--- src/rtl/muldiv_pkg.sv ---
// Shared op/state types and op-decode helpers for the multiply/divide HI/LO unit.
package muldiv_pkg;

  typedef enum logic [2:0] {
    OP_MULT  = 3'd0,
    OP_MULTU = 3'd1,
    OP_DIV   = 3'd2,
    OP_DIVU  = 3'd3,
    OP_MADD  = 3'd4,
    OP_MADDU = 3'd5,
    OP_MSUB  = 3'd6,
    OP_MSUBU = 3'd7
  } md_op_t;

  typedef enum logic [2:0] {
    ST_IDLE,
    ST_MUL,
    ST_DIV,
    ST_FIX,
    ST_DONE
  } md_state_t;

  function automatic logic is_div(input md_op_t op);
    return (op == OP_DIV) || (op == OP_DIVU);
  endfunction

  function automatic logic is_signed(input md_op_t op);
    return (op == OP_MULT) || (op == OP_DIV) || (op == OP_MADD) || (op == OP_MSUB);
  endfunction

  function automatic logic is_acc(input md_op_t op);
    return (op == OP_MADD) || (op == OP_MADDU) || (op == OP_MSUB) || (op == OP_MSUBU);
  endfunction

  function automatic logic is_sub(input md_op_t op);
    return (op == OP_MSUB) || (op == OP_MSUBU);
  endfunction

endpackage

--- src/rtl/muldiv_div_iter.sv ---
// Radix-2 restoring divider on unsigned magnitudes: load latches operands, each step retires one
// quotient bit; `last` flags the WIDTH-th step, after which quo/rem hold the final result.
module div_iter #(
  parameter int WIDTH = 32
) (
  input  logic             clk,
  input  logic             rst,
  input  logic             load,
  input  logic             step,
  input  logic [WIDTH-1:0] dividend,
  input  logic [WIDTH-1:0] divisor,
  output logic [WIDTH-1:0] quo,
  output logic [WIDTH-1:0] rem,
  output logic             last
);
  localparam int CW = (WIDTH > 1) ? $clog2(WIDTH) : 1;

  logic [WIDTH-1:0] quo_q, quo_d, rem_q, rem_d, dvs_q, dvs_d;
  logic [CW-1:0]    cnt_q, cnt_d;
  logic [WIDTH:0]   partial, diff;

  always_comb begin
    quo_d   = quo_q;
    rem_d   = rem_q;
    dvs_d   = dvs_q;
    cnt_d   = cnt_q;
    partial = {rem_q, quo_q[WIDTH-1]};
    diff    = partial - {1'b0, dvs_q};
    if (load) begin
      quo_d = dividend;
      rem_d = '0;
      dvs_d = divisor;
      cnt_d = '0;
    end else if (step) begin
      // A borrow out of the trial subtract means the divisor did not fit: keep the partial.
      rem_d = diff[WIDTH] ? partial[WIDTH-1:0] : diff[WIDTH-1:0];
      quo_d = {quo_q[WIDTH-2:0], ~diff[WIDTH]};
      cnt_d = cnt_q + CW'(1);
    end
  end

  always_ff @(posedge clk or negedge rst) begin
    if (!rst) begin
      quo_q <= '0;
      rem_q <= '0;
      dvs_q <= '0;
      cnt_q <= '0;
    end else begin
      quo_q <= quo_d;
      rem_q <= rem_d;
      dvs_q <= dvs_d;
      cnt_q <= cnt_d;
    end
  end

  assign quo  = quo_q;
  assign rem  = rem_q;
  assign last = step && (cnt_q == CW'(WIDTH - 1));

endmodule

--- src/rtl/muldiv_hilo_unit.sv ---
// Iterative mul/div engine with HI/LO: mul done MUL_CYCLES after accept, div done WIDTH+2 after.
// Stalls EX only while busy and a request, HI/LO read or HI/LO write is presented; cancel aborts.
module muldiv_hilo_unit
  import muldiv_pkg::*;
#(
  parameter int WIDTH      = 32,
  parameter int MUL_CYCLES = 2
) (
  input  logic               clk,
  input  logic               rst,
  input  logic               start,
  input  md_op_t             op,
  input  logic [WIDTH-1:0]   a,
  input  logic [WIDTH-1:0]   b,
  input  logic               cancel,
  input  logic               hi_we,
  input  logic               lo_we,
  input  logic [WIDTH-1:0]   wdata,
  input  logic               hilo_rd,
  output logic               stall,
  output logic               busy,
  output logic               done,
  output logic [2*WIDTH-1:0] hilo
);
  localparam int PIPE_DEPTH = (MUL_CYCLES > 1) ? MUL_CYCLES - 1 : 1;
  localparam int MCW        = $clog2(MUL_CYCLES + 1);
  localparam logic [MCW-1:0] MUL_CNT_INIT = (MUL_CYCLES > 1) ? MCW'(MUL_CYCLES - 2) : '0;

  md_state_t          state_q, state_d;
  logic               busy_q, busy_d, done_q, done_d;
  logic [WIDTH-1:0]   hi_q, hi_d, lo_q, lo_d, a_q, a_d;
  logic               qneg_q, qneg_d, rneg_q, rneg_d, bz_q, bz_d;
  logic [MCW-1:0]     mul_cnt_q, mul_cnt_d;
  logic [2*WIDTH-1:0] mul_pipe_q [PIPE_DEPTH];
  logic [2*WIDTH-1:0] mul_pipe_d [PIPE_DEPTH];
  logic [2*WIDTH-1:0] a_ext, b_ext, prod, mul_res;
  logic [WIDTH-1:0]   a_mag, b_mag, quo, rem, quo_fix, rem_fix;
  logic               op_signed, div_load, div_step, div_last;

  assign op_signed = is_signed(op);
  assign a_ext     = op_signed ? {{WIDTH{a[WIDTH-1]}}, a} : {{WIDTH{1'b0}}, a};
  assign b_ext     = op_signed ? {{WIDTH{b[WIDTH-1]}}, b} : {{WIDTH{1'b0}}, b};
  // The low 2*WIDTH bits of the extended product are exact for both signednesses.
  assign prod      = a_ext * b_ext;
  assign mul_res   = !is_acc(op) ? prod :
                     is_sub(op)  ? {hi_q, lo_q} - prod : {hi_q, lo_q} + prod;
  assign a_mag     = (op_signed && a[WIDTH-1]) ? -a : a;
  assign b_mag     = (op_signed && b[WIDTH-1]) ? -b : b;
  assign quo_fix   = qneg_q ? -quo : quo;
  assign rem_fix   = rneg_q ? -rem : rem;

  div_iter #(.WIDTH(WIDTH)) u_div_iter (
    .clk      (clk),
    .rst      (rst),
    .load     (div_load),
    .step     (div_step),
    .dividend (a_mag),
    .divisor  (b_mag),
    .quo      (quo),
    .rem      (rem),
    .last     (div_last)
  );

  always_comb begin
    mul_pipe_d[0] = mul_res;
    for (int i = 1; i < PIPE_DEPTH; i++) mul_pipe_d[i] = mul_pipe_q[i-1];
  end

  always_comb begin
    state_d   = state_q;
    busy_d    = 1'b0;
    done_d    = 1'b0;
    hi_d      = hi_q;
    lo_d      = lo_q;
    a_d       = a_q;
    qneg_d    = qneg_q;
    rneg_d    = rneg_q;
    bz_d      = bz_q;
    mul_cnt_d = mul_cnt_q;
    div_load  = 1'b0;
    div_step  = 1'b0;
    case (state_q)
      ST_IDLE, ST_DONE: begin
        state_d = ST_IDLE;
        if (hi_we) hi_d = wdata;
        if (lo_we) lo_d = wdata;
        if (start && !cancel) begin
          if (is_div(op)) begin
            state_d  = ST_DIV;
            busy_d   = 1'b1;
            div_load = 1'b1;
            a_d      = a;
            bz_d     = (b == '0);
            qneg_d   = op_signed && (a[WIDTH-1] ^ b[WIDTH-1]);
            rneg_d   = op_signed && a[WIDTH-1];
          end else if (MUL_CYCLES == 1) begin
            state_d        = ST_DONE;
            done_d         = 1'b1;
            {hi_d, lo_d}   = mul_res;
          end else begin
            state_d   = ST_MUL;
            busy_d    = 1'b1;
            mul_cnt_d = MUL_CNT_INIT;
          end
        end
      end
      ST_MUL: begin
        if (cancel) begin
          state_d = ST_IDLE;
        end else if (mul_cnt_q == '0) begin
          state_d      = ST_DONE;
          done_d       = 1'b1;
          {hi_d, lo_d} = mul_pipe_q[PIPE_DEPTH-1];
        end else begin
          mul_cnt_d = mul_cnt_q - MCW'(1);
          busy_d    = 1'b1;
        end
      end
      ST_DIV: begin
        if (cancel) begin
          state_d = ST_IDLE;
        end else begin
          busy_d   = 1'b1;
          div_step = 1'b1;
          if (div_last) state_d = ST_FIX;
        end
      end
      ST_FIX: begin
        if (cancel) begin
          state_d = ST_IDLE;
        end else begin
          state_d = ST_DONE;
          done_d  = 1'b1;
          if (bz_q) begin
            hi_d = a_q;
            lo_d = '1;
          end else begin
            hi_d = rem_fix;
            lo_d = quo_fix;
          end
        end
      end
      default: state_d = ST_IDLE;
    endcase
  end

  always_ff @(posedge clk or negedge rst) begin
    if (!rst) begin
      state_q   <= ST_IDLE;
      busy_q    <= 1'b0;
      done_q    <= 1'b0;
      hi_q      <= '0;
      lo_q      <= '0;
      a_q       <= '0;
      qneg_q    <= 1'b0;
      rneg_q    <= 1'b0;
      bz_q      <= 1'b0;
      mul_cnt_q <= '0;
      for (int i = 0; i < PIPE_DEPTH; i++) mul_pipe_q[i] <= '0;
    end else begin
      state_q   <= state_d;
      busy_q    <= busy_d;
      done_q    <= done_d;
      hi_q      <= hi_d;
      lo_q      <= lo_d;
      a_q       <= a_d;
      qneg_q    <= qneg_d;
      rneg_q    <= rneg_d;
      bz_q      <= bz_d;
      mul_cnt_q <= mul_cnt_d;
      for (int i = 0; i < PIPE_DEPTH; i++) mul_pipe_q[i] <= mul_pipe_d[i];
    end
  end

  assign stall = busy_q & (start | hilo_rd | hi_we | lo_we);
  assign busy  = busy_q;
  assign done  = done_q;
  assign hilo  = {hi_q, lo_q};

endmodule

--- config.mk ---
export PLATFORM = sky130hd
export DESIGN_NAME = muldiv_hilo_unit
export DESIGN_NICKNAME = d
export VERILOG_FILES = /design/src/rtl/muldiv_pkg.sv /design/src/rtl/muldiv_div_iter.sv /design/src/rtl/muldiv_hilo_unit.sv
export SDC_FILE = /design/constraint.sdc
export NUM_CORES = 2
export LEC_CHECK = 0
export CAP_MARGIN = 20
export CORE_ASPECT_RATIO = 1.2
export CORE_MARGIN = 2
export CORE_UTILIZATION = 60
export CTS_CLUSTER_DIAMETER = 120
export DETAILED_ROUTE_END_ITERATION = 12
export PLACE_DENSITY = 0.82
export SLEW_MARGIN = 20
export SYNTH_ARGS = -nofsm -noshare
export SYNTH_HDL_FRONTEND = slang
export SYNTH_SLANG_ARGS = --single-unit
--- constraint.sdc ---
create_clock -name clk -period 4.2 [get_ports clk]
set_input_delay 0.84 -clock clk [delete_from_list [all_inputs] [get_ports clk]]
set_output_delay 0.84 -clock clk [all_outputs]
set_load 0.005 [all_outputs]
# Yosys cells after proc, flatten, opt, wreduce, memory -nomap -nowiden
# Index checks and enable logic that the tools add are counted.
# word_totals
reg_bits	271
out_inout_bits	67
# classes
n_addsub	9
mul	1
eq_ne	21
n_mux	52
bitwise_logic	6
n_reduce_logical	27
# ops
op	n
$mux W32	19
$mux W64	4
$pmux W32 S3	2
$neg A32 Y32	4
$add A64 B64 Y64	1
$mul A64 B64 Y64	1
$sub A64 B64 Y64	1
$sub A33 B32 Y33	1
$logic_not A32 Y1	1
$ne A2 B2 Y1 const B	8
$eq A3 B3 Y1 const B	5
$mux W3	5
$reduce_and A5 Y1	3
$eq A3 B2 Y1 const B	4
$mux W2	6
$pmux W3 S4	1
$mux W1	10
$mux W5	2
$logic_or A1 B1 Y1	8
$logic_not A3 Y1	2
$ne A3 B3 Y1 const B	2
$add A5 B1 Y5 const B	1
$eq A5 B5 Y1 const B	1
$logic_and A1 B1 Y1	5
other kinds (16)	19

# Logic depth before layout (Yosys ltp)
# logic_depth
word_depth	9
mapped_depth	50

# By module
# From an unflattened synthesis, not the netlist that was laid out.
# unflattened
hier_cells	7832
hier_area_um2	69132.6
# modules_own_cells
mod	instances	cells_each	area_per_inst_um2	seq_area_each_um2
muldiv_hilo_unit	1	7147	63025.4	4254.1
div_iter	1	685	6107.1	2527.4

# Least setup slack after synthesis
# No wires, ideal clock.
# synth_path
path_type	input -> register
from	input port a[31]
to	register mul_pipe_q[61] (netlist name)
setup_time_ns	0.125
arrival_ns	12.446
required_ns	4.075
path_slack_ns	-8.371
cell_stages	43
path_buffers	3
path_cell_list	nor2b_1 clkbuf_1 clkbuf_1 buf_1 nand2_1 fa_1 inv_1 fa_1 inv_1 fa_1 inv_1 fa_1 inv_1 fa_1 inv_1 fa_1 fa_1 fa_1 (+7 left out) nand3_1 o31ai_1 xor2_1 a211o_1 or3_1 and4bb_2 nand2_1 o21ai_0 xnor2_1 ha_1 and3_1 nand2_1 or4_1 and2_1 a311oi_1 a31oi_1 xnor2_1 mux2_2
# synth_lines
element	line	rtl
from (decl)	muldiv_hilo_unit.sv:13	input logic [WIDTH-1:0] a,
to (decl)	muldiv_hilo_unit.sv:34	logic [2*WIDTH-1:0] mul_pipe_q [PIPE_DEPTH];

==> flow_summary.toml <==
[synth]
synthArstFlopShare = 1.000
yosys_warnings = 0
yosysTopAreaCell = "fa_1"
synth_cells = 7740
ys_types = 102
synth_top_area_frac = 0.4166
synth_fp_nets = 9678
ys_ff_latch = 271
syn_area_mm2 = 0.06852
synth.avg_cell_area_um2 = 8.853
synth_edf_count = 0
synth_common_cells = "inv_1, fa_1, nand2_1"
synth_flop_cell = "dfrtp_1"
yosys-top-cells-area = "fa_1, dfrtp_1, inv_1"
synth_most_common_cell = "inv_1"
ys_seq_area_frac = 0.09897

[place]
place.gp.congestion = 1.031
port_buffers = 172
dp_hpwl_um = 199700

[timing]
setup_viol = 60
tns_ps = -357830
worst_slew_pin_slew_ps = 984.0
finalCritPeriodShare = 2.830
slew_violations = 0
timing.final.ws_setup_ps = -7686
period_needed_ps = 11890
timing.fmax_mhz = 84.13
finalHoldViolations = 0
rsz0062_at_grt = "yes"
finClkSkew_ps = 24.88
timing.slew.headroom = 0.3440

[critical_path]
rrSetupSlack_ps = -170
crit_top_cell = "fa_1"
crit_buf_inv = 11
worstSetupStartpointType = "primary input"
cp.arrival_ps = 12360
required_ps = 4670
path_class = "in2reg"
worst-path-max-fanout = 5
critical-path-max-stage-delay_ps = 570
crit_family = "adder cells"
end_kind = "register"
slowest_stage = "fa_1"

[clock_network]
tritoncts = "yes"
cts_inserted_buffers = 30
cts_root_buffer = "clkbuf_16"
cts_max_level = 1
ctsLongestPathBuffers = 3
clkSinkCount = 271
clk_latency_ps = 610
clkTransAtPathRegs_ps = 60

[floorplan]
fp-row-count = 135
die-area_mm2 = 0.1169
dieHeight_um = 374.2
initial_core_util = 0.6064
die_x_um = 312.5
core_mm2 = 0.1130
io_pins = 173

[worst_hold_path]
worstHoldPathType = "in2async"

[routing]
drtIter0Drc = 6488
first_pass_iters = 12
drc = 1
ant_nets = 0
wl_um = 261500
wl_per_cell_um = 24.99
vias_per_cell = 6.019
vias = 62961

[global_routing]
grt_max_degree = 106
overflow = 0
grt_pass1_vias = 68073
track_usage = 0.4384
grt_pass1_wl_um = 386100
antenna_found_initial = 20

[final_layout]
drive_gt1_frac = 0.2371
syn_to_final_growth_pct = 27.09
layout.nets = 10859

[run_status]
status = "finished, violations left"
failed_checks = "design-rule violations, negative setup slack"

[job]
drv_cap = 0
## logic make-up after synthesis
logic type / Yosys count / synth area share
flip-flops: 271 / 0.09897
XOR/XNOR: 370 / 0.04729
adder cells (fa/ha/maj): 1836 / 0.4914
buffers and inverters: 2070 / 0.1138
multiplexers: 98 / 0.01508
AO/OA/AOI/OAI: 963 / 0.09034
AND/OR/NAND/NOR: 2132 / 0.1432
## area by class of cell
type / count / area (µm²)
diodes: 11 / 27.53
clock buffers: 39 / 834.6
clock inverters: 15 / 146.4
fillers: 7237 / 25920
inverters: 1649 / 6206
multi-input cells: 5399 / 56790
flip-flops and latches: 271 / 6784
well taps: 1507 / 1886
repair buffers: 1570 / 14410
## state kept, by name, indices dropped and copies added, names as in the netlist, 2 cells and up
name / flops
u_div_iter.quo: 32
u_div_iter.rem: 32
state_q: 3
hi_q: 32
a_q: 32
u_div_iter.dvs_q: 32
u_div_iter.cnt_q: 5
mul_pipe_q: 64
mul_cnt_q: 2
lo_q: 32
## layer usage
layer	vias up	global-route usage	share of wire
met2	4199	0.7238	0.46
met3	1687	0.08509	0.11
met5	-	0	0.00049
met4	18	0.3595	0.11
li1	25972	-	-
met1	31085	0.4943	0.32
## cells in the final DEF, fill, tap and decap left out, types with 49 or more instances in the layout
cell type        Yosys  layout
buf_12               0     108
o21ai_0            265     192
fa_1              1426    1342
o21ai_1             22      63
a21oi_2              3      49
ha_1               406     362
fa_2                 0      84
clkdlybuf4s50_1      0     111
a21o_1              97      94
mux2i_1             56      56
inv_2                0      49
xor2_1             137     123
nor2_1             224     201
buf_4                0    1182
and2_1             351     329
buf_6                2      90
a21oi_1            204     145
a31oi_1             93      76
nand2_1           1216    1168
inv_1             1648    1593
xnor2_1            233     211
dfrtp_1            271     269
## metrics by stage
step	setup WS, ps	instance area (µm²)	instances	util	hold WS [ps]
floorplan	-7308	70210	7740	-	446.0
detailed placement	-8357	81300	10174	0.7194	463.5
CTS	-7129	85220	10386	0.7541	323.1
global route	-7829	87050	10451	0.7704	346.9
finish	-7686	87080	10461	0.7706	261.6
global placement	-8205	81300	10174	0.7194	457.5
## path summary, 6_finish.rpt
path / from / to / cells past startpoint
worst max-delay path: b[22] / mul_pipe_q[62]$_DFF_PN0_ / 46
worst min-delay path: rst / busy$_DFF_PN0_ / 1
worst max register to register: lo_q[0]$_DFFE_PN0P_ / mul_pipe_q[62]$_DFF_PN0_ / 19
worst min register to register: u_div_iter.dvs_q[26]$_DFFE_PN0P_ / u_div_iter.dvs_q[26]$_DFFE_PN0P_ / 2
max in group asynchronous: rst / hi_q[31]$_DFFE_PN0P_ / 2
min in group clk: u_div_iter.dvs_q[26]$_DFFE_PN0P_ / u_div_iter.dvs_q[26]$_DFFE_PN0P_ / 2
## what timing repair did
action,in CTS,in global routing
resized for setup,407,413
setup buffers,141,62
pin swaps,250,228
gates cloned,18,6
setup endpoints to repair,91,94
hold buffers,0,0
Power is left out: the tool's default activity adds up to more than one toggle a clock period on the data nets, which glitch-free logic cannot reach.
